**src/rtl/alu_exec_sequencer_pkg.sv**
```systemverilog
// alu_exec_sequencer_pkg
// Shared definitions for the ALU execute-stage sequencer:
//   - ALU opcode constants (3-bit) and request function codes (4-bit)
//   - FSM state encoding
//   - decoded-function record produced by alu_func_decode
//   - default datapath width
package alu_exec_sequencer_pkg;

  localparam int W_DEF = 24;

  // ALU opcodes
  localparam logic [2:0] OP_ADD   = 3'd0;
  localparam logic [2:0] OP_SUB   = 3'd1;
  localparam logic [2:0] OP_AND   = 3'd2;
  localparam logic [2:0] OP_MAX   = 3'd3;
  localparam logic [2:0] OP_CMP   = 3'd4;
  localparam logic [2:0] OP_EQUAL = 3'd5;
  localparam logic [2:0] OP_SUBSF = 3'd6;

  // Request function codes (7 and 12..15 are illegal)
  localparam logic [3:0] F_ADD  = 4'd0;
  localparam logic [3:0] F_SUB  = 4'd1;
  localparam logic [3:0] F_AND  = 4'd2;
  localparam logic [3:0] F_MAX  = 4'd3;
  localparam logic [3:0] F_SUBS = 4'd4;
  localparam logic [3:0] F_SEQ  = 4'd5;
  localparam logic [3:0] F_SLE  = 4'd6;
  localparam logic [3:0] F_BEQ  = 4'd8;
  localparam logic [3:0] F_BNE  = 4'd9;
  localparam logic [3:0] F_BLE  = 4'd10;
  localparam logic [3:0] F_BGT  = 4'd11;

  typedef enum logic [1:0] {
    ST_IDLE = 2'd0,
    ST_WAIT = 2'd1,
    ST_RESP = 2'd2
  } state_e;

  // Where rsp_result comes from
  typedef enum logic [1:0] {
    RES_NONE = 2'd0,  // constant 0 (branches)
    RES_ALU  = 2'd1,  // alu_result
    RES_FLAG = 2'd2   // zero-extended alu_zero (SEQ/SLE)
  } res_src_e;

  typedef struct packed {
    logic [2:0] opcode;
    logic       is_branch;
    logic       br_inv;      // taken = alu_zero ^ br_inv
    logic       zero_local;  // rsp_zero from (alu_result == 0) instead of alu_zero
    res_src_e   res_src;
    logic       illegal;
  } dec_t;

endpackage

```
**src/rtl/alu_exec_sequencer_if.sv**
```systemverilog
// alu_exec_sequencer_if
// Request, ALU and response signals of the execute-stage sequencer.
//   master: the sequencer (drives req_ready, alu_a/alu_b/alu_opcode, rsp_*)
//   slave : the environment (issue stage, combinational ALU, writeback)
// Handshakes: a transfer happens on a rising clk edge where valid and ready
// are both high; a producer holding valid keeps its payload stable until
// that edge, and valid never depends combinationally on ready.
interface alu_exec_sequencer_if #(parameter int W = 24);
  logic         req_valid;
  logic         req_ready;
  logic [3:0]   req_func;
  logic [W-1:0] req_a;
  logic [W-1:0] req_b;
  logic [W-1:0] req_pc;
  logic [W-1:0] req_off;

  logic [W-1:0] alu_a;
  logic [W-1:0] alu_b;
  logic [2:0]   alu_opcode;
  logic [W-1:0] alu_result;
  logic         alu_zero;

  logic         rsp_valid;
  logic         rsp_ready;
  logic [W-1:0] rsp_result;
  logic         rsp_zero;
  logic         rsp_taken;
  logic [W-1:0] rsp_target;
  logic         rsp_illegal;

  modport master (
    input  req_valid, req_func, req_a, req_b, req_pc, req_off,
    input  alu_result, alu_zero, rsp_ready,
    output req_ready, alu_a, alu_b, alu_opcode,
    output rsp_valid, rsp_result, rsp_zero, rsp_taken, rsp_target, rsp_illegal
  );

  modport slave (
    output req_valid, req_func, req_a, req_b, req_pc, req_off,
    output alu_result, alu_zero, rsp_ready,
    input  req_ready, alu_a, alu_b, alu_opcode,
    input  rsp_valid, rsp_result, rsp_zero, rsp_taken, rsp_target, rsp_illegal
  );
endinterface

```
**src/rtl/alu_exec_sequencer_func_decode.sv**
```systemverilog
// alu_func_decode
// Combinational map from request function code to ALU opcode and the
// response-capture controls.
//   func_i : 4-bit request function code
//   dec_o  : opcode, branch flags, flag/result source, illegal
module alu_func_decode
  import alu_exec_sequencer_pkg::*;
(
  input  logic [3:0] func_i,
  output dec_t       dec_o
);
  always_comb begin
    dec_o         = '0;
    dec_o.res_src = RES_NONE;
    case (func_i)
      F_ADD:  begin dec_o.opcode = OP_ADD;   dec_o.zero_local = 1'b1; dec_o.res_src = RES_ALU; end
      F_SUB:  begin dec_o.opcode = OP_SUB;   dec_o.zero_local = 1'b1; dec_o.res_src = RES_ALU; end
      F_AND:  begin dec_o.opcode = OP_AND;   dec_o.zero_local = 1'b1; dec_o.res_src = RES_ALU; end
      F_MAX:  begin dec_o.opcode = OP_MAX;   dec_o.zero_local = 1'b1; dec_o.res_src = RES_ALU; end
      F_SUBS: begin dec_o.opcode = OP_SUBSF; dec_o.res_src = RES_ALU;  end
      F_SEQ:  begin dec_o.opcode = OP_EQUAL; dec_o.res_src = RES_FLAG; end
      F_SLE:  begin dec_o.opcode = OP_CMP;   dec_o.res_src = RES_FLAG; end
      F_BEQ:  begin dec_o.opcode = OP_EQUAL; dec_o.is_branch = 1'b1; end
      F_BNE:  begin dec_o.opcode = OP_EQUAL; dec_o.is_branch = 1'b1; dec_o.br_inv = 1'b1; end
      F_BLE:  begin dec_o.opcode = OP_CMP;   dec_o.is_branch = 1'b1; end
      F_BGT:  begin dec_o.opcode = OP_CMP;   dec_o.is_branch = 1'b1; dec_o.br_inv = 1'b1; end
      default: dec_o.illegal = 1'b1;
    endcase
  end
endmodule

```
**src/rtl/alu_exec_sequencer.sv**
```systemverilog
// alu_exec_sequencer
// Multicycle execute-stage controller: accepts a decoded request, drives a
// combinational ALU with registered operands for ALU_LAT cycles, samples
// result/zero and returns a registered response with branch decision/target.
//   clk, rst_n   : clock, asynchronous active-low reset
//   bus          : request / ALU / response signals (master side)
//   dbg_state_o  : current FSM state
//   stat_ops, stat_taken : response counters, present only when the
//                  ALU_EXEC_STATS_EN macro is defined
module alu_exec_sequencer
  import alu_exec_sequencer_pkg::*;
#(
  parameter int W       = W_DEF,
  parameter int ALU_LAT = 1       // 1..7
) (
  input  logic                  clk,
  input  logic                  rst_n,
  alu_exec_sequencer_if.master  bus,
  output state_e                dbg_state_o
`ifdef ALU_EXEC_STATS_EN
  , output logic [15:0]         stat_ops
  , output logic [15:0]         stat_taken
`endif
);
  state_e       state_q, state_d;
  logic [2:0]   cnt_q, cnt_d;
  logic [W-1:0] alu_a_q, alu_a_d, alu_b_q, alu_b_d;
  logic [2:0]   alu_op_q, alu_op_d;
  logic         br_q, br_d, inv_q, inv_d, zloc_q, zloc_d;
  res_src_e     res_src_q, res_src_d;
  logic [W-1:0] tgt_q, tgt_d;
  logic [W-1:0] rsp_result_q, rsp_result_d, rsp_target_q, rsp_target_d;
  logic         rsp_zero_q, rsp_zero_d, rsp_taken_q, rsp_taken_d;
  logic         rsp_illegal_q, rsp_illegal_d;
  dec_t         dec_req;

  alu_func_decode u_dec (.func_i(bus.req_func), .dec_o(dec_req));

  always_ff @(posedge clk or negedge rst_n) begin
    if (!rst_n) begin
      state_q       <= ST_IDLE;
      cnt_q         <= '0;
      alu_a_q       <= '0;
      alu_b_q       <= '0;
      alu_op_q      <= '0;
      br_q          <= 1'b0;
      inv_q         <= 1'b0;
      zloc_q        <= 1'b0;
      res_src_q     <= RES_NONE;
      tgt_q         <= '0;
      rsp_result_q  <= '0;
      rsp_target_q  <= '0;
      rsp_zero_q    <= 1'b0;
      rsp_taken_q   <= 1'b0;
      rsp_illegal_q <= 1'b0;
    end else begin
      state_q       <= state_d;
      cnt_q         <= cnt_d;
      alu_a_q       <= alu_a_d;
      alu_b_q       <= alu_b_d;
      alu_op_q      <= alu_op_d;
      br_q          <= br_d;
      inv_q         <= inv_d;
      zloc_q        <= zloc_d;
      res_src_q     <= res_src_d;
      tgt_q         <= tgt_d;
      rsp_result_q  <= rsp_result_d;
      rsp_target_q  <= rsp_target_d;
      rsp_zero_q    <= rsp_zero_d;
      rsp_taken_q   <= rsp_taken_d;
      rsp_illegal_q <= rsp_illegal_d;
    end
  end

  always_comb begin
    state_d       = state_q;
    cnt_d         = cnt_q;
    alu_a_d       = alu_a_q;
    alu_b_d       = alu_b_q;
    alu_op_d      = alu_op_q;
    br_d          = br_q;
    inv_d         = inv_q;
    zloc_d        = zloc_q;
    res_src_d     = res_src_q;
    tgt_d         = tgt_q;
    rsp_result_d  = rsp_result_q;
    rsp_target_d  = rsp_target_q;
    rsp_zero_d    = rsp_zero_q;
    rsp_taken_d   = rsp_taken_q;
    rsp_illegal_d = rsp_illegal_q;
    case (state_q)
      ST_IDLE: begin
        if (bus.req_valid) begin
          if (dec_req.illegal) begin
            // No ALU work: alu_* keep their previous values
            rsp_illegal_d = 1'b1;
            rsp_result_d  = '0;
            rsp_zero_d    = 1'b0;
            rsp_taken_d   = 1'b0;
            rsp_target_d  = '0;
            state_d       = ST_RESP;
          end else begin
            alu_a_d   = bus.req_a;
            alu_b_d   = bus.req_b;
            alu_op_d  = dec_req.opcode;
            br_d      = dec_req.is_branch;
            inv_d     = dec_req.br_inv;
            zloc_d    = dec_req.zero_local;
            res_src_d = dec_req.res_src;
            // Target only depends on pc/off, so it is formed at accept time
            tgt_d     = dec_req.is_branch ? (bus.req_pc + W'(1) + bus.req_off) : '0;
            cnt_d     = 3'(ALU_LAT);
            state_d   = ST_WAIT;
          end
        end
      end
      ST_WAIT: begin
        cnt_d = cnt_q - 3'd1;
        if (cnt_q == 3'd1) begin
          case (res_src_q)
            RES_ALU:  rsp_result_d = bus.alu_result;
            RES_FLAG: rsp_result_d = {{(W-1){1'b0}}, bus.alu_zero};
            default:  rsp_result_d = '0;
          endcase
          // The ALU leaves its zero flag stale for ADD/SUB/AND/MAX
          rsp_zero_d    = zloc_q ? (bus.alu_result == '0) : bus.alu_zero;
          rsp_taken_d   = br_q & (bus.alu_zero ^ inv_q);
          rsp_target_d  = tgt_q;
          rsp_illegal_d = 1'b0;
          state_d       = ST_RESP;
        end
      end
      ST_RESP: begin
        if (bus.rsp_ready) state_d = ST_IDLE;
      end
      default: state_d = ST_IDLE;
    endcase
  end

  assign bus.req_ready   = (state_q == ST_IDLE);
  assign bus.rsp_valid   = (state_q == ST_RESP);
  assign bus.alu_a       = alu_a_q;
  assign bus.alu_b       = alu_b_q;
  assign bus.alu_opcode  = alu_op_q;
  assign bus.rsp_result  = rsp_result_q;
  assign bus.rsp_zero    = rsp_zero_q;
  assign bus.rsp_taken   = rsp_taken_q;
  assign bus.rsp_target  = rsp_target_q;
  assign bus.rsp_illegal = rsp_illegal_q;
  assign dbg_state_o     = state_q;

`ifdef ALU_EXEC_STATS_EN
  logic [15:0] ops_q, taken_q;
  logic        rsp_hs;
  assign rsp_hs = (state_q == ST_RESP) && bus.rsp_ready;

  always_ff @(posedge clk or negedge rst_n) begin
    if (!rst_n) begin
      ops_q   <= '0;
      taken_q <= '0;
    end else if (rsp_hs) begin
      if (!rsp_illegal_q) ops_q   <= ops_q + 16'd1;
      if (rsp_taken_q)    taken_q <= taken_q + 16'd1;
    end
  end

  assign stat_ops   = ops_q;
  assign stat_taken = taken_q;
`endif
endmodule

```
**src/flat_wrapper.sv**
```systemverilog
// flat-port wrapper written by rule: the top's interface ports become plain ports
module alu_exec_sequencer_flat import alu_exec_sequencer_pkg::*;
#(
  parameter int W       = W_DEF,
  parameter int ALU_LAT = 1              
)
  (clk, rst_n, dbg_state_o, bus_req_valid, bus_req_func, bus_req_a, bus_req_b, bus_req_pc, bus_req_off, bus_alu_result, bus_alu_zero, bus_rsp_ready, bus_req_ready, bus_alu_a, bus_alu_b, bus_alu_opcode, bus_rsp_valid, bus_rsp_result, bus_rsp_zero, bus_rsp_taken, bus_rsp_target, bus_rsp_illegal);
  alu_exec_sequencer_if #(.W(W)) bus_i ();
  input  logic clk;
  input  logic rst_n;
  output state_e dbg_state_o;
  input wire logic [$bits(bus_i.req_valid)-1:0] bus_req_valid;
  input wire logic [$bits(bus_i.req_func)-1:0] bus_req_func;
  input wire logic [$bits(bus_i.req_a)-1:0] bus_req_a;
  input wire logic [$bits(bus_i.req_b)-1:0] bus_req_b;
  input wire logic [$bits(bus_i.req_pc)-1:0] bus_req_pc;
  input wire logic [$bits(bus_i.req_off)-1:0] bus_req_off;
  input wire logic [$bits(bus_i.alu_result)-1:0] bus_alu_result;
  input wire logic [$bits(bus_i.alu_zero)-1:0] bus_alu_zero;
  input wire logic [$bits(bus_i.rsp_ready)-1:0] bus_rsp_ready;
  output wire logic [$bits(bus_i.req_ready)-1:0] bus_req_ready;
  output wire logic [$bits(bus_i.alu_a)-1:0] bus_alu_a;
  output wire logic [$bits(bus_i.alu_b)-1:0] bus_alu_b;
  output wire logic [$bits(bus_i.alu_opcode)-1:0] bus_alu_opcode;
  output wire logic [$bits(bus_i.rsp_valid)-1:0] bus_rsp_valid;
  output wire logic [$bits(bus_i.rsp_result)-1:0] bus_rsp_result;
  output wire logic [$bits(bus_i.rsp_zero)-1:0] bus_rsp_zero;
  output wire logic [$bits(bus_i.rsp_taken)-1:0] bus_rsp_taken;
  output wire logic [$bits(bus_i.rsp_target)-1:0] bus_rsp_target;
  output wire logic [$bits(bus_i.rsp_illegal)-1:0] bus_rsp_illegal;
  assign bus_i.req_valid = bus_req_valid;
  assign bus_i.req_func = bus_req_func;
  assign bus_i.req_a = bus_req_a;
  assign bus_i.req_b = bus_req_b;
  assign bus_i.req_pc = bus_req_pc;
  assign bus_i.req_off = bus_req_off;
  assign bus_i.alu_result = bus_alu_result;
  assign bus_i.alu_zero = bus_alu_zero;
  assign bus_i.rsp_ready = bus_rsp_ready;
  assign bus_req_ready = bus_i.req_ready;
  assign bus_alu_a = bus_i.alu_a;
  assign bus_alu_b = bus_i.alu_b;
  assign bus_alu_opcode = bus_i.alu_opcode;
  assign bus_rsp_valid = bus_i.rsp_valid;
  assign bus_rsp_result = bus_i.rsp_result;
  assign bus_rsp_zero = bus_i.rsp_zero;
  assign bus_rsp_taken = bus_i.rsp_taken;
  assign bus_rsp_target = bus_i.rsp_target;
  assign bus_rsp_illegal = bus_i.rsp_illegal;
  alu_exec_sequencer #(.W(W), .ALU_LAT(ALU_LAT)) u_core (.clk(clk), .rst_n(rst_n), .bus(bus_i), .dbg_state_o(dbg_state_o));
endmodule
```
**config.mk**
```make
export PLATFORM = sky130hd
export DESIGN_NAME = alu_exec_sequencer_flat
export DESIGN_NICKNAME = d
export VERILOG_FILES = /design/src/rtl/alu_exec_sequencer_pkg.sv /design/src/rtl/alu_exec_sequencer_if.sv /design/src/rtl/alu_exec_sequencer_func_decode.sv /design/src/rtl/alu_exec_sequencer.sv /design/src/flat_wrapper.sv
export SDC_FILE = /design/constraint.sdc
export NUM_CORES = 1
export LEC_CHECK = 0
export CORE_ASPECT_RATIO = 0.7
export CORE_MARGIN = 5
export CORE_UTILIZATION = 45
export CTS_CLUSTER_SIZE = 40
export DETAILED_ROUTE_END_ITERATION = 12
export HOLD_SLACK_MARGIN = 0.15
export PLACE_DENSITY = 0.92
export SLEW_MARGIN = 20
export SYNTH_ARGS = -nofsm -noshare
export SYNTH_HDL_FRONTEND = slang
export SYNTH_SLANG_ARGS = --single-unit
```
**constraint.sdc**
```tcl
create_clock -name clk -period 2 [get_ports clk]
set_input_delay 0.4 -clock clk [delete_from_list [all_inputs] [get_ports clk]]
set_output_delay 0.4 -clock clk [all_outputs]
set_load 0.005 [all_outputs]
```
# Word level (Yosys, flattened, before mapping)
# Index checks and enable logic that the tools add are counted.
[totals] regBits=136 inputBits=129 output_inout_bits=106 wordCells=88
[classes] n_addsub=3 n_eq_ne=20 muxes=32 bitwise_logic=2 n_reduce_logical=16
[op_table] op="$pmux W24 S2" count=3
[op_table] op="$mux W24" count=5
[op_table] op="$add A24 B1 Y24 const B" count=1
[op_table] op="$add A24 B24 Y24" count=1
[op_table] op="$logic_not A24 Y1" count=1
[op_table] op="$pmux W3 S6" count=1
[op_table] op="$eq A4 B4 Y1 const B" count=4
[op_table] op="$eq A4 B3 Y1 const B" count=3
[op_table] op="$mux W1" count=11
[op_table] op="$reduce_or A11 Y1" count=1
[op_table] op="$reduce_and A3 Y1" count=3
[op_table] op="$eq A4 B2 Y1 const B" count=2
[op_table] op="$mux W2" count=4
[op_table] op="$ne A2 B2 Y1 const B" count=4
[op_table] op="$reduce_or A4 Y1" count=2
[op_table] op="$mux W3" count=2
[op_table] op="$pmux W1 S2" count=3
[op_table] op="$pmux W2 S3" count=1
[op_table] op="$pmux W3 S2" count=1
[op_table] op="$reduce_or A3 Y1" count=2
[op_table] op="$reduce_or A5 Y1" count=1
[op_table] op="$eq A2 B1 Y1 const B" count=2
[op_table] op="$eq A2 B2 Y1 const B" count=2
[op_table] op="$eq A4 B1 Y1 const B" count=1
[op_table] op="other kinds (11)" count=12

# Logic depth before layout (Yosys ltp)
# Gate-level depths: netlist of run 1.
[depth] depth_word=5 depth_mapped=10 mapped_depth_nobuf=10

# Cells and area by module
# Synthesis of run 1 repeated with hierarchy kept, for this count alone.
[unflattened] hier_cells=672 area_unflattened_um2=6563.8
[by_module_without_submodules] module="alu_exec_sequencer" n_inst=1 cells_each=654 area_each_um2=6446.2
[by_module_without_submodules] module="alu_func_decode" n_inst=1 cells_each=18 area_each_um2=117.6

# Worst setup path before layout of run 1
# No wires, ideal clock.
[synth_path] path_type="input to register" from="input port bus_req_off[1]" to="register u_core.tgt_q[19]" arrival_ps=2248 setup_slack_ps=-370 stages=8 path_cell_list="ha_1 -> nor2b_4 -> o31a_1 -> o31a_1 -> o31ai_4 -> a21oi_1 -> or3_1 -> a32o_1"
[synth_via] elab_chain_len=2
[synth_lines] item="from (decl)" line="flat_wrapper.sv:17" rtl="input wire logic [$bits(bus_i.req_off)-1:0] bus_req_off;"
[synth_lines] item="$add A24 B24 Y24" line="alu_exec_sequencer.sv:111" rtl="tgt_d = dec_req.is_branch ? (bus.req_pc + W'(1) + bus.req_off) : '0;"
[synth_lines] item="$mux W24" line="alu_exec_sequencer.sv:111"
[synth_lines] item="to (signal assigned)" line="alu_exec_sequencer.sv:66" rtl="tgt_q <= tgt_d;"
[synth_lines] item="to (decl)" line="alu_exec_sequencer.sv:31" rtl="logic [W-1:0] tgt_q, tgt_d;"
# Every way passes these cells.
# A chain may end at the register's enable or synchronous reset.

# Final worst setup path of run 1
[layout_path] from="input port bus_req_off[18]" to="register u_core.tgt_q[19]"
# Same word-level chain as after synthesis.

==> results of run 1 <==
## repair_timing
item | in CTS | in global routing
hold buffers | 1 | 0
setup buffers | 20 | 10
gates resized for setup | 100 | 75
setup endpoints to repair | 21 | 18
pin swaps | 40 | 46
hold endpoints to repair | 35 | 0
## metrics by stage
step                area (um^2)  hold slack (ps)  power (mW)  worst slack (ps)  utilization
finish                    10790            357.3       13.23            -61.24       0.7754
global route              10790            356.3       14.01            -104.2       0.7754
CTS                       10560            376.1       13.09            -170.1       0.7587
detailed placement         9721            329.9       9.781             -1029       0.6984
global placement           9721            328.9       9.498            -911.1       0.6984
floorplan                  6525            104.4       6.528            -230.5            -
## kinds of logic after synthesis
logic type,after synthesis,share of synthesized area
flip-flops,136,0.5334
XOR/XNOR,18,0.02471
AO/OA/AOI/OAI,162,0.1838
buffers and inverters,42,0.02569
adder cells (fa/ha/maj),28,0.05609
multiplexers,3,0.005099
AND/OR/NAND/NOR,256,0.1712
## sequential cells by signal, indices dropped and copies added, names as in the netlist, 2 cells and up
name,cells
u_core.bus.rsp_result,24
u_core.res_src_q,2
u_core.tgt_q,24
u_core.bus.alu_b,24
u_core.bus.rsp_target,24
u_core.bus.alu_opcode,3
u_core.bus.alu_a,24
u_core.dbg_state_o,2
u_core.cnt_q,3
## power by group
part	total, mW	internal [mW]	leakage, nW	switching (mW)
sequential	4.69	3.93	1.77	0.761
combinational	5.41	3.13	3.00	2.29
clock	3.13	1.86	0.276	1.27
## worst max path at each step
stage,depth (start not counted),slack [ps],end,from
floorplan,8,-230,u_core.tgt_q[19],bus_req_off[1]
global placement,11,-910,u_core.tgt_q[20],bus_req_pc[0]
detailed placement,11,-1030,u_core.tgt_q[20],bus_req_pc[0]
CTS,9,-170,u_core.tgt_q[19],bus_req_pc[1]
global route,8,-100,u_core.tgt_q[19],bus_req_pc[5]
finish,9,-60,u_core.tgt_q[19],bus_req_off[18]
## worst register-to-register path, cell delays in order (launching register included)
cell and delay (ps):
dfrtp_2 430, buf_4 160, nand2b_1 230, nor3b_4 320
and2_1 170, buf_4 260, a22o_1 190
## cell usage in the layout (no fill, tap or decap), types with 7 or more instances in the layout
| master | n |
|---|---|
| clkdlybuf4s50_1 | 197 |
| nand2_1 | 188 |
| dfrtp_1 | 134 |
| buf_4 | 105 |
| a22o_1 | 54 |
| o21ai_0 | 26 |
| nor2_1 | 20 |
| ha_4 | 20 |
| clkbuf_16 | 17 |
| o21ai_1 | 14 |
| clkbuf_2 | 12 |
| inv_1 | 11 |
| a21oi_1 | 11 |
| xnor2_1 | 11 |
| dlymetal6s2s_1 | 10 |
| a21oi_2 | 8 |
| inv_6 | 7 |
| buf_2 | 7 |
## per-layer routing
| metal | vias to the layer above | wire, um |
|---|---|---|
| li1 | 2933 | - |
| met1 | 3131 | 9055 |
| met2 | 318 | 11270 |
| met3 | 60 | 1581 |
| met4 | 0 | 683 |
| met5 | - | 0 |
## final cells by class
type / count / area, um^2
clock buffers: 17 / 425.4
clock inverters: 14 / 162.7
fillers: 836 / 3127
inverters: 13 / 66.31
multi-input cells: 467 / 3273
flip-flops and latches: 136 / 3406
well taps: 190 / 237.7
repair buffers: 348 / 3221
==> results.py, run 1 <==
metrics = {
    "synthesis": {
        "yosysWarnings": 0,
        "synth_cell_types": 58,
        "ys_ff_latch": 136,
        "syn_inst": 645,
        "synth_edf_count": 0,
        "ys_top_cells_by_area": "dfrtp_1 53%, nand2_1 11%, a22o_1 7.4%, ha_1 5.3%, o21ai_0 3.5%",
        "synth-seq-area-share": 0.5334,
        "async_reset_ff_frac": 1.000,
        "synth_commonest_cells": "188 x nand2_1, 136 x dfrtp_1, 54 x a22o_1, 45 x o21ai_0, 27 x ha_1",
        "synth_nets": 802,
        "yosysTopAreaCell": "dfrtp_1",
        "ys.flop_type": "dfrtp_1",
        "synth_top_area_frac": 0.5334,
        "synth.most_common_cell": "nand2_1",
        "synth.cell_area_um2": 6380,
        "synth_area_per_cell_um2": 9.891,
    },
    "sta": {
        "fin_crit_sh": 1.031,
        "setup_viol": 3,
        "hold_viol": 0,
        "fin_ws_ps": -61.24,
        "max_slew.worst_pin.slew_ps": 374.6,
        "final_max_slew_viol_count": 0,
        "slew_headroom": 0.7503,
        "fmax_mhz": 485.1,
        "fin_skew_ps": 6.338,
        "tns_ps": -102.0,
        "period_minus_slack_ps": 2061,
        "rsz0062_at_grt": "true",
    },
    "critical_path": {
        "reg2reg_to": "u_core.bus.rsp_result[10]",
        "start_kind": "input port",
        "worstPathArrival_ps": 2350,
        "crit_slowest_cell": "clkdlybuf4s50_1",
        "path_cells": "clkdlybuf4s50_1 -> ha_4 -> nand2_1 -> nor2_1 -> a211oi_2 -> buf_4 -> inv_1 -> or3_1 -> a32o_1",
        "cp_top_family": "buffers and inverters",
        "r2r-start": "u_core.dbg_state_o[1]",
        "cp_max_fo": 3,
        "endpoint_kind": "register",
        "reg2reg_depth": 6,
        "crit_buf_inv": 3,
        "crit_path_max_incr_delay_ps": 520,
        "cp.required_ps": 2290,
        "r2r_setup_slack_ps": 180,
        "critical_path_class": "in2reg",
    },
    "clocking": {
        "cts_max_level": 4,
        "clockBufferDepth": 2,
        "cts_sinks": 136,
        "ctsRootBufferMaster": "clkbuf_16",
        "clock_latency_ps": 410,
        "cts_made_buffers": 17,
        "tritoncts": "yes",
        "clk_pin_slew_worst_paths_ps": 60,
    },
    "pwr": {
        "power.density_nw_per_um2": 1226,
        "total_leakage_power_nw": 5.046,
        "max-vdd-ir-drop_v": 0.0007820,
    },
    "floorplanning": {
        "io_pins": 235,
        "die_w_um": 152.3,
        "die_height_um": 109.6,
        "die-area_um2": 16700,
        "coreArea_um2": 13920,
        "fp-row-count": 36,
        "initial_core_util": 0.4584,
    },
    "layout": {
        "final_cells": 1185,
        "final_nets": 1140,
        "syn_to_final_growth_pct": 69.15,
        "drive_gt1_frac": 0.2452,
        "antennaDiodeCount": 0,
    },
    "global_routing": {
        "grt_pass1_wl_um": 34440,
        "grt_util_met3": 0.06727,
        "grtUsageTotal": 0.2584,
        "met1_usage": 0.3095,
        "overflow": 0,
        "grt_pass1_vias": 6601,
        "grtUsageMet2": 0.4506,
        "grt_max_degree": 44,
        "grt_antenna_before_repair": 0,
        "grt_busiest_layer": "met2",
    },
    "detailed_routing": {
        "drc_errors": 0,
        "routed_wl_um": 22590,
        "via_per_inst": 5.436,
        "drtIter0Drc": 371,
        "dr_total_vias": 6442,
        "drtAntennaViolNets": 0,
        "wl_per_cell_um": 19.06,
        "firstDrtPassIters": 5,
    },
    "run": {
        "drv_cap": 0,
    },
    "outcome": {
        "status": "finished, violations left",
        "violations": "setup timing",
    },
    "worst_hold_path": {
        "min_delay_path_depth": 4,
        "hold_class": "in2reg",
        "min_to": "u_core.tgt_q[0]",
        "hold_start": "bus_req_off[0]",
    },
    "placement": {
        "dp.cells": 1126,
        "hpwl_um": 15660,
        "port_buffers": 234,
        "gp_congestion": 0.8928,
    },
}
Note: power is estimated with default switching activity, not from simulation.
==> inputs of run 2 (changes only) <==
--- a/config.mk
+++ b/config.mk
@@ -7,11 +7,11 @@
 export LEC_CHECK = 0
 export CORE_ASPECT_RATIO = 0.7
 export CORE_MARGIN = 5
-export CORE_UTILIZATION = 45
+export CORE_UTILIZATION = 48
 export CTS_CLUSTER_SIZE = 40
 export DETAILED_ROUTE_END_ITERATION = 12
 export HOLD_SLACK_MARGIN = 0.15
-export PLACE_DENSITY = 0.92
+export PLACE_DENSITY = 0.95
 export SLEW_MARGIN = 20
 export SYNTH_ARGS = -nofsm -noshare
 export SYNTH_HDL_FRONTEND = slang
==> constraint.sdc (replaced) <==
create_clock -name clk -period 2.5 [get_ports clk]
set_input_delay 0.5 -clock clk [delete_from_list [all_inputs] [get_ports clk]]
set_output_delay 0.5 -clock clk [all_outputs]
set_load 0.005 [all_outputs]
==> run 2 against run 1 <==
  * The flow now finishes without violations
  * Critical endpoint is now u_core.tgt_q[13]
  * Sequential power is 20% lower
  * Total power is 20% lower
  * Routed wire length is 9.9% lower
  * Register-to-register slack better by 470 ps
  * Critical path type unchanged
==> results.py, run 2 (synthesis results as in run 1) <==
metrics = {
    "outcome": {
        "status": "completed",
    },
    "pwr": {
        "p_total_mw": 10.58,
        "total_leakage_power_nw": 4.774,
        "power.density_nw_per_um2": 1038,
        "max-vdd-ir-drop_v": 0.0005946,
    },
    "clocking": {
        "clockBufferDepth": 2,
        "cts_max_level": 4,
        "tritoncts": "yes",
        "cts_sinks": 136,
        "ctsRootBufferMaster": "clkbuf_16",
        "cts_made_buffers": 17,
        "clock_latency_ps": 410,
        "clk_pin_slew_worst_paths_ps": 70,
    },
    "layout": {
        "fillers": 789,
        "drive_gt1_frac": 0.1442,
        "regArea_um2": 3403,
        "utilization": 0.7786,
        "final_cell_mix": "227 x clkdlybuf4s50_1, 188 x nand2_1, 136 x dfrtp_1, 73 x buf_4, 54 x a22o_1",
        "multi_input_area_um2": 2925,
        "antennaDiodeCount": 0,
        "final_cell_area_um2": 10190,
        "final_nets": 1102,
        "syn_to_final_growth_pct": 59.80,
        "final_common_cell": "clkdlybuf4s50_1",
    },
    "floorplanning": {
        "initial_core_util": 0.4872,
        "die-area_um2": 15730,
        "io_pins": 235,
        "fp-row-count": 35,
        "die_height_um": 106.5,
        "die_w_um": 147.8,
        "coreArea_um2": 13090,
    },
    "sta": {
        "fin_skew_ps": 11.19,
        "period_minus_slack_ps": 2496,
        "final_max_slew_viol_count": 0,
        "fmax_mhz": 400.6,
        "fin_crit_sh": 0.9984,
        "holdWs_ps": 474.3,
        "max_slew.worst_pin.slew_ps": 573.9,
        "slew_headroom": 0.6174,
        "tns_ps": 0,
        "setup_viol": 0,
        "hold_viol": 0,
    },
    "global_routing": {
        "grt_max_degree": 61,
        "grt_pass1_wl_um": 31760,
        "overflow": 0,
        "grt_pass1_vias": 6140,
        "met1_usage": 0.3269,
        "grt_util_met3": 0.05326,
        "grtUsageTotal": 0.2537,
        "grt_antenna_before_repair": 0,
        "grtUsageMet2": 0.4256,
        "grt_busiest_layer": "met2",
    },
    "detailed_routing": {
        "via_per_inst": 5.492,
        "wl_per_cell_um": 18.12,
        "firstDrtPassIters": 5,
        "dr_total_vias": 6168,
        "routed_wl_um": 20350,
        "drtIter0Drc": 424,
        "drc_errors": 0,
        "drtAntennaViolNets": 0,
    },
    "run": {
        "drv_cap": 0,
    },
    "placement": {
        "postPlaceCellArea_um2": 9395,
        "gp_congestion": 0.8725,
        "hpwl_um": 14680,
        "port_buffers": 234,
    },
    "worst_hold_path": {
        "hold_class": "reg2reg",
    },
    "critical_path": {
        "critical_path_class": "in2reg",
        "endpoint_kind": "register",
        "worstPathArrival_ps": 2790,
        "cp_max_fo": 3,
        "start_kind": "input port",
        "cp.required_ps": 2790,
    },
}
run 2: repair_timing:
item                                   in CTS  in global routing
resized for setup                          18                 10
hold buffers                                1                  0
endpoints found under the hold margin      56                  0
gates cloned                                0                  0
setup endpoints to repair                  10                 13
setup buffers                               3                  3
pin swaps                                  17                 13
run 2: critical path, cell delays in order:
cell and delay [ps]:
dlygate4sd2_1 250, ha_1 310, nor2b_4 130, o31a_1 290, o31a_1 310, buf_4 150
buf_4 130, o31a_2 340, xor2_1 150, a22o_1 220
run 2: through the flow:
step | cells | setup slack [ps]
after floorplan | 645 | 30.35
after global placement | 1086 | -509.7
after detailed placement | 1086 | -572.1
after CTS | 1120 | 3.577
after global routing | 1123 | -22.27
final | 1123 | 4.024
run 2: per-layer routing:
metal / share of wire / routed length [um]
met5: 0 / 0
met4: 0.023 / 475
met3: 0.082 / 1663
met2: 0.49 / 9917
met1: 0.41 / 8296
run 2: where the power goes:
part / internal (mW) / switching, mW / total, mW
clock: 1.88 / 0.968 / 2.84
sequential: 3.14 / 0.588 / 3.73
combinational: 2.30 / 1.71 / 4.01
run 2: final timing paths:
check / startpoint / endpoint / slack (ps) / cells after the start
max in group asynchronous: rst_n / u_core.bus.alu_a[11] / 1180 / 3
min in group asynchronous: rst_n / u_core.tgt_q[7] / 630 / 2
worst min-delay path: u_core.bus.alu_a[8] / u_core.bus.alu_a[8] / 470 / 2
worst min register to register: u_core.bus.alu_a[8] / u_core.bus.alu_a[8] / 470 / 2
worst max-delay path: bus_req_pc[1] / u_core.tgt_q[13] / 4 / 10
worst max register to register: u_core.dbg_state_o[0] / u_core.tgt_q[20] / 650 / 7
run 2: final cells by class:
class                   instances  share of cell area
repair buffers                310              0.2885
inverters                      13            0.004786
flip-flops and latches        136              0.3338
clock inverters                14             0.02381
well taps                     166             0.02037
clock buffers                  17             0.04173
multi-input cells             467              0.2869
==> inputs of run 3 (changes only) <==
--- a/config.mk
+++ b/config.mk
@@ -7,11 +7,12 @@
 export LEC_CHECK = 0
 export CORE_ASPECT_RATIO = 0.7
 export CORE_MARGIN = 5
-export CORE_UTILIZATION = 48
+export CORE_UTILIZATION = 50
 export CTS_CLUSTER_SIZE = 40
 export DETAILED_ROUTE_END_ITERATION = 12
+export DONT_BUFFER_PORTS = 1
 export HOLD_SLACK_MARGIN = 0.15
-export PLACE_DENSITY = 0.95
+export PLACE_DENSITY = 0.76
 export SLEW_MARGIN = 20
 export SYNTH_ARGS = -nofsm -noshare
 export SYNTH_HDL_FRONTEND = slang
==> run 3 against run 2 <==
  * The flow now finishes with violations (hold timing)
  * Maximum frequency up 11%
  * Utilization down 20 points
  * Flip-flop and latch count unchanged
  * Via count down 20%
  * Total power down 22%
  * Register-to-register slack worse by 150 ps
  * Count of clock-buffer cells in the layout unchanged
  * Die area down 3.7%
  * Hold slack worse by 690 ps
  * First-iteration DRC count down 16%
  * Combinational power down 52%
  * Critical endpoint is now u_core.tgt_q[19]
  * Largest power group is now sequential cells
==> results.py, run 3 (synthesis results as in run 1) <==
metrics = {
    "outcome": {
        "status": "finished, violations left",
        "violations": "hold timing",
    },
    "detailed_routing": {
        "routed_wl_um": 16250,
        "via_per_inst": 5.882,
        "dr_total_vias": 4906,
        "wl_per_cell_um": 19.48,
        "drtIter0Drc": 355,
        "drtAntennaViolNets": 0,
        "firstDrtPassIters": 5,
        "drc_errors": 0,
    },
    "layout": {
        "syn_to_final_growth_pct": 13.49,
        "final_cell_mix": "188 x nand2_1, 136 x dfrtp_1, 54 x a22o_1, 45 x o21ai_0, 27 x ha_1",
        "utilization": 0.5809,
        "drive_gt1_frac": 0.1116,
        "final_common_cell": "nand2_1",
        "fillers": 1003,
        "final_nets": 816,
        "final_cells": 834,
        "final_cell_area_um2": 7241,
        "antennaDiodeCount": 0,
    },
    "sta": {
        "hold_viol": 136,
        "tns_ps": 0,
        "holdWs_ps": -220.5,
        "period_minus_slack_ps": 2257,
        "slew_headroom": 0.4431,
        "fin_skew_ps": 11.22,
        "rsz0062_at_grt": "false",
        "setup_viol": 0,
        "fin_ws_ps": 243.0,
        "max_slew.worst_pin.slew_ps": 835.3,
        "fin_crit_sh": 0.9028,
        "fmax_mhz": 443.1,
        "final_max_slew_viol_count": 0,
    },
    "critical_path": {
        "cpMostUsedCell": "o31a_1",
        "crit_path_max_incr_delay_ps": 350,
        "start_kind": "input port",
        "worstPathArrival_ps": 2540,
        "crit_buf_inv": 0,
        "cp_top_family": "compound AO/OA/AOI/OAI gates",
        "cp.required_ps": 2790,
        "cp_max_fo": 3,
        "crit_slowest_cell": "o31ai_4",
        "path_cells": "ha_1 -> nor2b_4 -> o31a_1 -> o31a_1 -> o31ai_4 -> a21oi_1 -> or3_1 -> a32o_1",
        "critical_path_class": "in2reg",
        "endpoint_kind": "register",
    },
    "global_routing": {
        "grt_max_degree": 137,
        "grt_antenna_before_repair": 0,
        "overflow": 0,
        "grt_pass1_wl_um": 26450,
        "grtUsageTotal": 0.2117,
        "grt_pass1_vias": 5019,
    },
    "floorplanning": {
        "fp-row-count": 34,
        "io_pins": 235,
        "die-area_um2": 15160,
        "initial_core_util": 0.5118,
        "die_height_um": 104.5,
        "die_w_um": 145.0,
        "coreArea_um2": 12460,
    },
    "clocking": {
        "ctsResizeCount": 0,
        "cts_max_level": 4,
        "clk_pin_slew_worst_paths_ps": 70,
        "clock_latency_ps": 410,
        "ctsRootBufferMaster": "clkbuf_16",
        "cts_setup_buffers": 0,
        "clockBufferDepth": 2,
        "cts_sinks": 136,
        "tritoncts": "yes",
        "cts_made_buffers": 17,
    },
    "run": {
        "drv_cap": 0,
    },
    "pwr": {
        "p_int_mw": 5.298,
        "max-vdd-ir-drop_v": 0.0005409,
        "power_frac_comb": 0.236,
        "switching_share": 0.3544,
        "total_leakage_power_nw": 3.537,
        "seqPwrFrac": 0.479,
        "p_clk_frac": 0.286,
        "power.density_nw_per_um2": 1133,
        "p_sw_mw": 2.908,
        "p_total_mw": 8.206,
    },
    "placement": {
        "hpwl_um": 11880,
        "gp_congestion": 0.9370,
        "post-place-ws_ps": -150.9,
        "dp.cells": 802,
        "port_buffers": 0,
        "postPlaceCellArea_um2": 6681,
    },
    "worst_hold_path": {
        "hold_class": "in2async",
    },
}
run 3: changes by cell type in the layout (fill, tap and decap cells not counted), moves of 4 or more:
cell | previous run | this run
clkdlybuf4s50_1 | 227 | 0
buf_4 | 73 | 23
o21ai_0 | 38 | 45
o21ai_1 | 8 | 1
bufinv_16 | 6 | 0
inv_6 | 3 | 8
dlygate4sd2_1 | 4 | 0
run 3: worst paths after layout:
check	startpoint	end	slack, ps	depth (start not counted)
max	bus_req_off[1]	u_core.tgt_q[19]	240	8
min	rst_n	u_core.bus.alu_a[0]	-220	0
max reg2reg	u_core.dbg_state_o[1]	u_core.bus.rsp_result[8]	500	4
min reg2reg	u_core.tgt_q[17]	u_core.tgt_q[17]	480	2
max in group asynchronous	rst_n	u_core.bus.rsp_result[15]	2500	0
min in group clk	bus_req_func[3]	u_core.bus.alu_opcode[1]	190	1
run 3: worst reg2reg max path, cell delays in order (launching register included):
cell and delay, ps:
dfrtp_1 460, nand2b_1 260, nor3b_4 260, and2_1 710, a22o_1 250
run 3: power groups by stage:
stage	clock network (mW)	registers (mW)	logic [mW]
finish	2.34	3.93	1.93
global route	2.49	4.06	2.23
global placement	0	3.96	1.82
detailed placement	0	3.99	1.94
floorplan	0	3.69	1.50
CTS	2.39	3.96	1.95
run 3: final cells by class:
| type | count | area [um^2] | share of cell area |
|---|---|---|---|
| multi-input combinational | 467 | 2834 | 0.3914 |
| clock inverter | 15 | 133.9 | 0.01849 |
| inverter | 13 | 48.80 | 0.006739 |
| timing repair buffer | 24 | 192.7 | 0.02661 |
| clock buffer | 17 | 425.4 | 0.05875 |
| tap | 162 | 202.7 | 0.02799 |
| sequential | 136 | 3403 | 0.4700 |
run 3: routing by layer:
layer	global-route usage	part of all wire	wire (um)	vias to the layer above
met4	0.07056	0.017	284	0
li1	-	-	-	2297
met5	0	0	0	-
met3	0.06707	0.079	1283	23
met2	0.3365	0.48	7750	234
met1	0.2767	0.43	6927	2352
==> variant 1: new RTL, settings of run 1 <==
`W_DEF`: 24 -> 28.
--- a/src/rtl/alu_exec_sequencer_pkg.sv
+++ b/src/rtl/alu_exec_sequencer_pkg.sv
@@ -7,5 +7,5 @@
 package alu_exec_sequencer_pkg;
 
-  localparam int W_DEF = 24;
+  localparam int W_DEF = 28;
 
   // ALU opcodes
Ports: changed (9 resized); port bits go from 235 to 271. The function was not compared with the original's and may differ.
==> variant 1 against run 1 <==
The run still ends with setup timing left. Synthesized cell count is 20% higher. Die area is 16% higher. Sequential cell count is 20 higher. Critical path depth is 2 higher. Cell count is 17% higher. Worst setup slack worse by 14 ps. Sequential power is 13% higher. Design area is 16% higher. Total power is 11% higher. Wire length is 18% higher. Count of clock-buffer cells in the layout is 1 higher. Area after synthesis is 18% higher. Critical path type unchanged.
==> variant 1: results (changes against run 1) <==
| Metric | Value |
|---|---|
| Sum Neg Setup Slack | `-237 ps (-135 ps)` |
| Count of routing violations after the opening detailed-route iteration | `506 (+36%)` |
| Fraction of registers with async set/reset | `100% (unchanged)` |
| CP Launch Point | `bus_req_pc[0]` |
| Number of input and output port buffers inserted | `270 (+15%)` |
| Gate count after technology mapping | `775 (+20%)` |
| Number of clock buffers inserted by TritonCTS | `17 (unchanged)` |
| Synthesized-area fraction occupied by ao, oa, aoi and oai cells | `17.7% (-0.69 points)` |
| Depth of the worst hold-timing path | `4 (unchanged)` |
| Via count of the first global-routing pass | `7752 (+17%)` |
| Post-Synth XOR/XNOR Area | `2.91% (+0.44 points)` |
| Part of the Yosys area used for sequential elements | `52.0% (-1.4 points)` |
| Part of the power in combinational logic | `42.6% (+1.7 points)` |
| Combined global-route utilization of all metal layers | `26.8% (+0.95 points)` |
| Main area contributors after synthesis | `sky130_fd_sc_hd__dfrtp_1, sky130_fd_sc_hd__nand2_1, sky130_fd_sc_hd__a22o_1` |
| HPWL after detailed placement | `19.3 mm (+23%)` |
| Slowest CP cell | `sky130_fd_sc_hd__fa_2` |
| Multiplexer area fraction after synthesis | `0.433% (-0.077 points)` |
| Non-filler cells in the finished layout | `1383 (+17%)` |
| Largest voltage drop on the vdd net | `634 uV (-19%)` |
| Number of vias after detailed routing | `7543 (+17%)` |
| Worst hold margin | `346 ps (-11.0 ps)` |
| Syn nets | `956 (+19%)` |
| Cell Int Power | `0.00986 W (+11%)` |
| Skew final | `6.59 ps (+0.254 ps)` |
| Placement-stage cell area | `11500 um^2 (+18%)` |
| Layout net count | `1327 (+16%)` |
| Clock group total power | `0.00314 W (about the same)` |
| Post-synthesis adder-cell area fraction | `5.43% (-0.18 points)` |
| Fill count | `1005 (+20%)` |
| Final worst-path setup slack | `-74.8 ps (-13.6 ps)` |
| Setup repair bufs after CTS | `11 (-45%)` |
| Worst Setup Slack post-DPL | `-1060 ps (-36.3 ps)` |
| Highest cell delay on the worst timing path | `370 ps (-150 ps)` |
| Global placement routability congestion | `0.952 (+6.6%)` |
| Final-report setup violation count | `4 (+1)` |
| CP Data Arrival Time | `2420 ps (+70 ps)` |
| Capture point of the critical path | `u_core.tgt_q[24]$_DFFE_PN0P_` |
| Final design utilization | `76.8% (-0.71 points)` |
| Largest net degree at the start of global routing | `61 (+39%)` |
| Global-route wire length before repair | `41.2 mm (+20%)` |
| RR Endpoint | `u_core.bus.rsp_result[21]$_DFFE_PN0P_` |
| Transition time at the pin with the least slew margin | `547 ps (+172 ps)` |
| Cell at the root of the clock tree | `sky130_fd_sc_hd__clkbuf_16` |
| Violations in the final reports | `setup timing` |
| Share of layout cells above drive strength 1 | `21.8% (-2.7 points)` |
| Comb. pwr | `0.00625 W (+16%)` |
| Pleak | `5.74 nW (+14%)` |
| Result of the run | `finished with violations` |
| Post-cts resize count | `125 (+25%)` |
==> variant 1: cell types whose count changed in the layout (fill, tap and decap cells not counted), moves of 8 or more <==
cell,before,now
sky130_fd_sc_hd__dfrtp_1,134,155
sky130_fd_sc_hd__dlygate4sd2_1,2,35
sky130_fd_sc_hd__clkdlybuf4s50_1,197,220
sky130_fd_sc_hd__dlymetal6s2s_1,10,2
sky130_fd_sc_hd__a22o_1,54,62
sky130_fd_sc_hd__clkbuf_2,12,0
sky130_fd_sc_hd__nand2_1,188,218
sky130_fd_sc_hd__buf_4,105,117
sky130_fd_sc_hd__nand4_1,5,17
==> variant 1: area by class of cell <==
type,count,area share (%)
Multi-Input combinational cell,560,32.1
Sequential cell,156,31.1
Timing Repair Buffer,397,29.4
Clock buffer,18,3.42
Tap cell,225,2.24
Clock inverter,13,1.15
Inverter,14,0.558
==> variant 1: routing by layer <==
metal  routed length (um)  GRT usage [%]
met5                    0              0
met4                  809           9.56
met3                 1950           6.62
met2                13300           45.9
met1                10500           32.9
==> variant 2: new RTL, settings of run 1 <==
Made on the original files. `rsp_result_q` no longer has a reset.
--- a/src/rtl/alu_exec_sequencer.sv
+++ b/src/rtl/alu_exec_sequencer.sv
@@ -49,5 +49,4 @@
       res_src_q     <= RES_NONE;
       tgt_q         <= '0;
-      rsp_result_q  <= '0;
       rsp_target_q  <= '0;
       rsp_zero_q    <= 1'b0;
@@ -65,5 +64,4 @@
       res_src_q     <= res_src_d;
       tgt_q         <= tgt_d;
-      rsp_result_q  <= rsp_result_d;
       rsp_target_q  <= rsp_target_d;
       rsp_zero_q    <= rsp_zero_d;
@@ -71,4 +69,8 @@
       rsp_illegal_q <= rsp_illegal_d;
     end
+  end
+
+  always_ff @(posedge clk) begin
+    rsp_result_q <= rsp_result_d;
   end
 
Function: differs if rst_n is asserted again (counterexample within 4 cycles, from zero or initial values and one cycle with rst_n low); with rst_n held inactive, the same outputs for 4 cycles.
==> variant 2 against run 1 <==
The run still ends with setup timing left. Worst setup slack better by 53 ps. Cell count is 0.76% higher. Area after synthesis grew 3.7%. Design area grew 1.3%. Critical path depth increased by 2. Total power fell by 0.51%. Sequential cell count unchanged. Wire length fell by 2.5%. Count of clock-buffer cells in the layout up 1. Critical path type unchanged. Largest power group unchanged. Highest routed layer unchanged.
==> variant 2: results (changes against run 1) <==
| Metric | Value |
|---|---|
| Cell types with the highest counts after synthesis | `sky130_fd_sc_hd__nand2_1, sky130_fd_sc_hd__dfrtp_1, sky130_fd_sc_hd__a22o_1, sky130_fd_sc_hd__ha_1, sky130_fd_sc_hd__and2_1` |
| Count of clock buffers in the final design | `18 (+1)` |
| Part of the Yosys area used for sequential elements | `53.3% (-0.091 points)` |
| Non-clock inverter total of the final layout | `16 (+3)` |
| Detailed-routed wire length on met2 | `11.5 mm (+1.8%)` |
| Combined global-route utilization of all metal layers | `24.6% (-1.2 points)` |
| Multi-input comb cells | `478 (+2.4%)` |
| CP Data Arrival Time | `2300 ps (-50 ps)` |
| Vias per Instance | `5.42 (-0.34%)` |
| Gate count after technology mapping | `660 (+2.3%)` |
| Count of routing violations after the opening detailed-route iteration | `574 (+55%)` |
| Violations in the final reports | `setup timing` |
| Pleak | `4.97 nW (-1.6%)` |
| Met1 layer wirelength in the final routing | `8.56 mm (-5.5%)` |
| Comb. pwr | `0.00521 W (-4%)` |
| Fill count | `909 (+8.7%)` |
| Detailed route wirelength on metal3 | `1.56 mm (-1.3%)` |
| HPWL after detailed placement | `15.8 mm (+0.80%)` |
| Main area contributors after synthesis | `sky130_fd_sc_hd__dfrtp_1, sky130_fd_sc_hd__edfxtp_1, sky130_fd_sc_hd__nand2_1` |
| Result of the run | `finished with violations` |
| Sw Ratio | `31.6% (-0.99 points)` |
| WL/cell | `18.4 um (-3.3%)` |
| Final-report setup violation count | `1 (-2)` |
| Met2 Usage GRT | `44.5% (-0.54 points)` |
| Cell Count Post-Placement | `1145 (+1.7%)` |
| Final-layout clock-cell area share | `5.75% (+0.30 points)` |
| Final worst-path setup slack | `-7.92 ps (+53.3 ps)` |
| Number of synthesized flops with an enable pin | `24 (+24)` |
| Transition time at the pin with the least slew margin | `666 ps (+291 ps)` |
| Placement-stage cell area | `9920 um^2 (+2.0%)` |
| Multi-input gate share of total cell area | `29.3% (-1.1 points)` |
| Largest voltage drop on the vdd net | `609 uV (-22%)` |
| Syn nets | `817 (+1.9%)` |
| Cell Int Power | `0.00900 W (+0.95%)` |
| Sequential cell area | `3530 um^2 (+3.5%)` |
| Global-route wire length before repair | `34.2 mm (-0.66%)` |
| Setup repair bufs after CTS | `13 (-35%)` |
| Worst Setup Slack post-DPL | `-952 ps (+76.1 ps)` |
| Met3 Resource Use GR | `5.05% (-1.7 points)` |
| Non-filler cells in the finished layout | `1194 (+0.76%)` |
-- variant 2: final timing paths --
path | from | end | slack [ps] | cells after the start
max in group asynchronous | rst_n | u_core.dbg_state_o[0]$_DFFE_PN0P_ | 960 | 3
hold / removal | bus_req_off[0] | u_core.tgt_q[0]$_DFFE_PN0P_ | 360 | 4
hold reg to reg | u_core.bus.alu_a[16]$_DFFE_PN0P_ | u_core.bus.alu_a[16]$_DFFE_PN0P_ | 470 | 2
min in group asynchronous | rst_n | u_core.bus.alu_b[20]$_DFFE_PN0P_ | 500 | 2
setup / recovery | bus_req_pc[0] | u_core.tgt_q[8]$_DFFE_PN0P_ | -8 | 11
setup reg to reg | u_core.dbg_state_o[0]$_DFFE_PN0P_ | u_core.tgt_q[11]$_DFFE_PN0P_ | 90 | 6
-- variant 2: kinds of logic (layout without fill, tap and decap cells) --
family / Yosys count / count (layout) / synth area share, %
AO/OA/AOI/OAI: 137 / 137 / 15.4
XOR/XNOR: 11 / 11 / 1.46
adder cells (fa/ha/maj): 28 / 28 / 5.41
buffers and inverters: 46 / 385 / 2.99
flip-flops: 136 / 136 / 53.3
multiplexers: 5 / 5 / 0.794
AND/OR/NAND/NOR: 297 / 297 / 20.7
-- variant 2: worst max-delay path: stages --
cell,delay [ps]
sky130_fd_sc_hd__buf_8,110
sky130_fd_sc_hd__inv_12,40
sky130_fd_sc_hd__ha_4,140
sky130_fd_sc_hd__fa_2,230
sky130_fd_sc_hd__nor2b_4,50
sky130_fd_sc_hd__o31ai_4,340
sky130_fd_sc_hd__buf_6,160
sky130_fd_sc_hd__a211oi_4,60
sky130_fd_sc_hd__o21a_1,200
sky130_fd_sc_hd__or3_1,310
sky130_fd_sc_hd__a32o_1,250
